### src/rtl/argmax_chunk_sequencer_if.sv
`default_nettype none
// ============================================================================
// Module      : argmax_chunk_sequencer_if
// Description : Bundle of control, result and buffer-read signals for
//               argmax_chunk_sequencer.
//                 start/length          : request (environment -> sequencer)
//                 busy/done/max/argmax  : status and result
//                 rd_en/rd_addr/rd_data : 16-lane chunk buffer read port
//               The "slave" modport is taken by the sequencer. The "master"
//               modport is taken by the environment, which is the requester
//               plus the buffer.
// Revision    : 1.0 - initial release
// ============================================================================
interface argmax_chunk_sequencer_if #(
  parameter int WIDTH        = 8,
  parameter int ARGMAX_WIDTH = 8
);
  logic                        start;
  logic [ARGMAX_WIDTH:0]       length;
  logic                        busy;
  logic                        rd_en;
  logic [ARGMAX_WIDTH-5:0]     rd_addr;
  logic [16*WIDTH-1:0]         rd_data;
  logic                        done;
  logic signed [WIDTH-1:0]     max;
  logic [ARGMAX_WIDTH-1:0]     argmax;

  modport master (
    output start, length, rd_data,
    input  busy, rd_en, rd_addr, done, max, argmax
  );

  modport slave (
    input  start, length, rd_data,
    output busy, rd_en, rd_addr, done, max, argmax
  );
endinterface
`default_nettype wire

### src/rtl/argmax_chunk_sequencer.sv
`default_nettype none
// ============================================================================
// Module      : argmax_chunk_sequencer
// Description : Computes the signed max/argmax of a vector of up to
//               2^ARGMAX_WIDTH elements. The vector is read one 16-lane chunk
//               at a time (FETCH, then ACC). Each chunk is reduced with a
//               4-level compare tree, and the chunk result is folded into a
//               running result.
// Ports       : clk, rst - clock, synchronous active-high reset
//               bus      - argmax_chunk_sequencer_if.slave
//                          (start/length in, busy/done/max/argmax out,
//                           rd_en/rd_addr out, rd_data in one cycle later)
// Revision    : 1.0 - initial release
// ============================================================================
module argmax_chunk_sequencer #(
  parameter int WIDTH        = 8,
  parameter int ARGMAX_WIDTH = 8
) (
  input  wire logic               clk,
  input  wire logic               rst,
  argmax_chunk_sequencer_if.slave bus
);

  localparam int CW = ARGMAX_WIDTH - 4;
  localparam logic [ARGMAX_WIDTH:0]   LEN_MAX    = {1'b1, {ARGMAX_WIDTH{1'b0}}};
  localparam logic [ARGMAX_WIDTH:0]   CHUNK_STEP = {{(ARGMAX_WIDTH-4){1'b0}}, 5'd16};
  localparam logic signed [WIDTH-1:0] VAL_MIN    = {1'b1, {(WIDTH-1){1'b0}}};

  typedef enum logic [1:0] {
    IDLE  = 2'd0,
    FETCH = 2'd1,
    ACC   = 2'd2,
    DONE  = 2'd3
  } state_t;

  typedef struct packed {
    logic [WIDTH-1:0] val;
    logic [3:0]       lane;
  } cand_t;

  state_t                  state, state_nxt;
  logic [ARGMAX_WIDTH:0]   len_q;
  logic [CW-1:0]           chunk;
  logic signed [WIDTH-1:0] max_q;
  logic [ARGMAX_WIDTH-1:0] argmax_q;

  logic [ARGMAX_WIDTH:0]   len_clamped;
  logic                    is_last;
  cand_t                   l0 [16];
  cand_t                   l1 [8];
  cand_t                   l2 [4];
  cand_t                   l3 [2];
  cand_t                   best;

  // The right candidate always covers the higher lane indices. It wins only
  // when it is strictly greater, so ties resolve to the lowest lane.
  function automatic cand_t pick(input cand_t left, input cand_t right);
    return ($signed(right.val) > $signed(left.val)) ? right : left;
  endfunction

  assign len_clamped = (bus.length > LEN_MAX) ? LEN_MAX : bus.length;

  // The chunk is the last one when its end, (chunk+1)*16, reaches L.
  assign is_last = ({1'b0, chunk, 4'b0000} + CHUNK_STEP) >= len_q;

  // Lane masking and the 16-input compare tree.
  always_comb begin
    for (int i = 0; i < 16; i++) begin
      l0[i].val  = ({1'b0, chunk, 4'(i)} < len_q) ? bus.rd_data[i*WIDTH +: WIDTH]
                                                  : VAL_MIN;
      l0[i].lane = 4'(i);
    end
    for (int i = 0; i < 8; i++) l1[i] = pick(l0[2*i], l0[2*i+1]);
    for (int i = 0; i < 4; i++) l2[i] = pick(l1[2*i], l1[2*i+1]);
    for (int i = 0; i < 2; i++) l3[i] = pick(l2[2*i], l2[2*i+1]);
    best = pick(l3[0], l3[1]);
  end

  always_ff @(posedge clk) begin
    if (rst) state <= IDLE;
    else     state <= state_nxt;
  end

  always_comb begin
    state_nxt   = state;
    bus.busy    = 1'b0;
    bus.rd_en   = 1'b0;
    bus.done    = 1'b0;
    bus.rd_addr = chunk;
    bus.max     = max_q;
    bus.argmax  = argmax_q;
    case (state)
      IDLE: begin
        if (bus.start) state_nxt = (len_clamped == '0) ? DONE : FETCH;
      end
      FETCH: begin
        bus.busy  = 1'b1;
        bus.rd_en = 1'b1;
        state_nxt = ACC;
      end
      ACC: begin
        bus.busy  = 1'b1;
        state_nxt = is_last ? DONE : FETCH;
      end
      DONE: begin
        bus.busy  = 1'b1;
        bus.done  = 1'b1;
        state_nxt = IDLE;
      end
      default: state_nxt = IDLE;
    endcase
  end

  // Length latch, chunk counter and the running result.
  always_ff @(posedge clk) begin
    if (rst) begin
      len_q    <= '0;
      chunk    <= '0;
      max_q    <= '0;
      argmax_q <= '0;
    end else begin
      case (state)
        IDLE: begin
          if (bus.start) begin
            len_q <= len_clamped;
            chunk <= '0;
            if (len_clamped == '0) begin
              max_q    <= VAL_MIN;
              argmax_q <= '0;
            end
          end
        end
        ACC: begin
          // Chunk 0 seeds the result. Later chunks replace it only when they
          // are strictly larger, which keeps the earliest index on equal values.
          if (chunk == '0 || $signed(best.val) > max_q) begin
            max_q    <= best.val;
            argmax_q <= {chunk, best.lane};
          end
          if (!is_last) chunk <= chunk + 1'b1;
        end
        default: ;
      endcase
    end
  end

endmodule
`default_nettype wire

### src/flat_wrapper.sv
// flat-port wrapper written by rule: the top's interface ports become plain ports
module argmax_chunk_sequencer_flat 
#(
  parameter int WIDTH        = 8,
  parameter int ARGMAX_WIDTH = 8
)
  (clk, rst, bus_start, bus_length, bus_rd_data, bus_busy, bus_rd_en, bus_rd_addr, bus_done, bus_max, bus_argmax);
  argmax_chunk_sequencer_if #(.WIDTH(WIDTH), .ARGMAX_WIDTH(ARGMAX_WIDTH)) bus_i ();
  input  wire logic clk;
  input  wire logic rst;
  input wire logic [$bits(bus_i.start)-1:0] bus_start;
  input wire logic [$bits(bus_i.length)-1:0] bus_length;
  input wire logic [$bits(bus_i.rd_data)-1:0] bus_rd_data;
  output wire logic [$bits(bus_i.busy)-1:0] bus_busy;
  output wire logic [$bits(bus_i.rd_en)-1:0] bus_rd_en;
  output wire logic [$bits(bus_i.rd_addr)-1:0] bus_rd_addr;
  output wire logic [$bits(bus_i.done)-1:0] bus_done;
  output wire logic [$bits(bus_i.max)-1:0] bus_max;
  output wire logic [$bits(bus_i.argmax)-1:0] bus_argmax;
  assign bus_i.start = bus_start;
  assign bus_i.length = bus_length;
  assign bus_i.rd_data = bus_rd_data;
  assign bus_busy = bus_i.busy;
  assign bus_rd_en = bus_i.rd_en;
  assign bus_rd_addr = bus_i.rd_addr;
  assign bus_done = bus_i.done;
  assign bus_max = bus_i.max;
  assign bus_argmax = bus_i.argmax;
  argmax_chunk_sequencer #(.WIDTH(WIDTH), .ARGMAX_WIDTH(ARGMAX_WIDTH)) u_core (.clk(clk), .rst(rst), .bus(bus_i));
endmodule
### config.mk
export PLATFORM = sky130hd
export DESIGN_NAME = argmax_chunk_sequencer_flat
export DESIGN_NICKNAME = d
export VERILOG_FILES = /design/src/rtl/argmax_chunk_sequencer_if.sv /design/src/rtl/argmax_chunk_sequencer.sv /design/src/flat_wrapper.sv
export SDC_FILE = /design/constraint.sdc
export NUM_CORES = 1
export LEC_CHECK = 0
export BUFFER_PORTS_ARGS = -buffer_cell sky130_fd_sc_hd__buf_4
export CAP_MARGIN = 10
export CORE_MARGIN = 2
export CORE_UTILIZATION = 52
export CTS_CLUSTER_DIAMETER = 150
export DETAILED_ROUTE_END_ITERATION = 8
export MAX_ROUTING_LAYER = met4
export PLACE_DENSITY_LB_ADDON = 0.2
export REMOVE_ABC_BUFFERS = 1
export SETUP_SLACK_MARGIN = 0.3
export SYNTH_ARGS = -nofsm -noshare
export SYNTH_HDL_FRONTEND = slang
export SYNTH_SLANG_ARGS = --single-unit
### constraint.sdc
create_clock -name clk -period 11.05 [get_ports clk]
set_clock_uncertainty 0.2 [all_clocks]
set_input_delay 2.21 -clock clk [delete_from_list [all_inputs] [get_ports clk]]
set_output_delay 2.21 -clock clk [all_outputs]
set_load 0.01 [all_outputs]
==> run summary <==
STATUS
---------------------------------------------------------------------------------
Run status                                                           finished, violations left
Violations in the final reports                                      setup timing

ROUTING
---------------------------------------------------------------------------------
Sum of routed wire length over all layers                                28800 µm
Count of vias placed by the detailed router                                  9970
Routed via count divided by cell count                                       6.03
Violation count after the first detailed-route iteration                      790
DRC Markers                                                                     0
Length of the first detailed-routing pass in iterations                         6
Post-detailed-route wirelength per cell                                   17.4 µm
Post-detailed-route count of antenna-violating nets                             0

FLOORPLAN
---------------------------------------------------------------------------------
Placeable core region                                                   14500 µm²
Standard-cell row count                                                        44
# IOs                                                                         163
Starting density of the core                                                52.9%
Die Y                                                                      125 µm
Die W                                                                      125 µm
Die area                                                                15700 µm²

TIMING
---------------------------------------------------------------------------------
Worst hold slack                                                         0.289 ns
Number of pins exceeding their max-slew limit in the final report               0
Slew Limit Headroom                                                         52.7%
Minimum period implied by the final worst setup slack                    11.29 ns
Sum of negative setup slack                                              -3.08 ns
Slew @ Worst Pin                                                         0.705 ns
Setup repair after global routing missed its margin                          true
Number of hold-slack violations in the final timing report                      0
Setup violation total in the final timing report                               16
Maximum operating frequency                                              88.5 MHz
Fraction of the cycle the final worst path needs                             102%
Final critical-path setup slack                                         -0.245 ns

YOSYS
---------------------------------------------------------------------------------
Most instantiated flip-flop cell in the synthesis netlist            sky130_fd_sc_hd__dfxtp_1
Post-synthesis instance area                                             7660 µm²
Number of instances in the synthesized netlist                               1082
Warnings from Yosys                                                             0
Share of the synthesized area in the top cell type                          20.7%
Dominant cells by area after synthesis                               sky130_fd_sc_hd__ha_1 21%, sky130_fd_sc_hd__dfxtp_1 8.1%, sky130_fd_sc_hd__nand2_1 6.4%
EDFF count, synth                                                               0
Top-count cell post-synth                                            sky130_fd_sc_hd__nand2_1
Number of register bits inferred by synthesis                                  31
Most instantiated cells after synthesis                              131 x sky130_fd_sc_hd__nand2_1, 127 x sky130_fd_sc_hd__ha_1, 92 x sky130_fd_sc_hd__inv_1, 76 x sky130_fd_sc_hd__nor2_1, 66 x sky130_fd_sc_hd__a21oi_1
Sequential fraction of the synthesis area                                   8.10%
Count of different cell masters after synthesis                                90
Library cell with the largest summed area after synthesis            sky130_fd_sc_hd__ha_1
Share of synthesized registers carrying an async set or reset                  0%
Mapped Avg Cell Area                                                     7.08 µm²

CLOCK NETWORK
---------------------------------------------------------------------------------
Register clock-pin slew on the reported worst setup and hold paths        0.05 ns
# H-tree levels                                                                 2
Largest buffer count on any clock path                                          2
Clock tree from TritonCTS                                                     yes
Clock tree sinks                                                               31
Skew-Pair Late Insertion Delay                                            0.28 ns
Num CTS Buffers                                                                 5
Clock root buffer                                                    sky130_fd_sc_hd__clkbuf_16

SETUP PATH
---------------------------------------------------------------------------------
Type of element launching the critical path                          primary input
WP data arrival                                                          11.30 ns
Most frequent cell on the critical path                              sky130_fd_sc_hd__buf_4
Worst setup path class                                                  in -> reg
Cells on worst reg2reg path                                                    58
CP Capture Type                                                         flip-flop
Worst-path maximum fanout                                                       6
Cell depth of the worst setup path                                             53
Worst path bufs/invs                                                            9
Critical path's top delay family                                     compound AO/OA/AOI/OAI gates
Delay of the slowest cell on the worst path                               0.43 ns
Required @ worst endpoint                                                11.06 ns
Slowest stage cell, crit path                                        sky130_fd_sc_hd__or3_4

HOLD PATH
---------------------------------------------------------------------------------
Cell count of the worst hold path                                               2
Path type of the worst min-delay path                                  reg -> reg

PLACE
---------------------------------------------------------------------------------
Instance area at placement                                              10500 µm²
Port buffer count                                                             162
DP HPWL                                                                  20400 µm
Final Wtd Congestion                                                        0.951

FLOW RUN
---------------------------------------------------------------------------------
Number of maximum-capacitance violations                                        0

FINAL LAYOUT
---------------------------------------------------------------------------------
Layout cells sized above 1                                                  39.5%
Post-layout net count                                                        1734
Post-synthesis to final-layout area growth                                  53.5%
Final std cell area, no fill                                            11800 µm²

GLOBAL ROUTING
---------------------------------------------------------------------------------
Total global-route track usage                                              33.5%
Wire length of the first global-routing pass                             43500 µm
Total congestion overflow after global routing                                  0
Number of antenna violations at the first check in global routing               1
Maximum number of pins on one net before global-route repair                   25
Via count of the first global-routing pass                                   9563

[kinds of logic after synthesis]
logic type,count (synthesis),share of synthesized area (%)
AO/OA/AOI/OAI,312,29.1
XOR/XNOR,4,0.457
adder cells (fa/ha/maj),131,21.3
buffers and inverters,128,6.82
flip-flops,31,8.10
multiplexers,38,5.26
AND/OR/NAND/NOR,438,29.0
[routing by layer]
| metal | wire (µm) | GRT usage, % |
|---|---|---|
| met2 | 14000 | 58.4 |
| met1 | 11500 | 39.8 |
| met4 | 1150 | 12.1 |
| met5 | 0 | - |
| met3 | 2120 | 4.07 |
[registers in the layout, summed over array words and instances (netlist names)]
signal and count:
u_core.bus.argmax 8, u_core.bus.max 8, u_core.bus.rd_addr 4, u_core.len_q 9, u_core.state 2
[worst register-to-register path, delay by kind of cell, from the launching register on]
kind            cells  cell delay, ns
compound gates     25            4.61
fa+ha+maj           6            1.57
buf+inv            11            1.52
flops               1            0.33
mux                 4            1.00
simple gates       12            1.81
[stage by stage]
stage | util (%) | cells | setup WS [ns]
after global placement | 72.4 | 1599 | -0.811
final | 81.2 | 1653 | -0.245
after CTS | 78.1 | 1636 | 0.211
after detailed placement | 72.4 | 1599 | -1.02
after floorplan | - | 1046 | -1.25
after global routing | 81.2 | 1653 | -0.643
[cell type report]
cell class              count  area [µm²]
inverters                  92         345
fillers                   930        2720
diodes                      1        2.50
well taps                 184         230
repair buffers            413        3150
flip-flops and latches     31         621
clock buffers               8         156
multi-input cells         924        7250
[path summary, 6_finish.rpt]
check	to	slack [ns]	startpoint
setup / recovery	u_core.bus.argmax[1]	-0.24	bus_rd_data[41]
hold / removal	u_core.len_q[7]	0.29	u_core.len_q[7]
setup reg to reg	u_core.bus.argmax[1]	-0.09	u_core.len_q[6]
hold reg to reg	u_core.len_q[7]	0.29	u_core.len_q[7]
[cells in the final DEF (no fill, tap or decap), drive strengths merged, types with 15 or more instances in the layout]
| cell type | instances |
|---|---|
| a211oi | 17 |
| a21o | 23 |
| a21oi | 68 |
| and2 | 31 |
| and3 | 32 |
| buf | 413 |
| dfxtp | 31 |
| ha | 127 |
| inv | 92 |
| mux2i | 29 |
| nand2 | 134 |
| nand2b | 17 |
| nand3 | 48 |
| nand4 | 15 |
| nor2 | 76 |
| nor2b | 32 |
| o21ai | 72 |
[what timing repair did]
action                     CTS  global route
gates resized for setup    114            74
setup buffers               27            15
setup endpoints to repair   16            16
hold buffers                 0             0
pin swaps                   45            53
cloned                       2             1
Power is not shown: default switching activity piles up to over one toggle a cycle in this logic, so the estimate is an artifact.
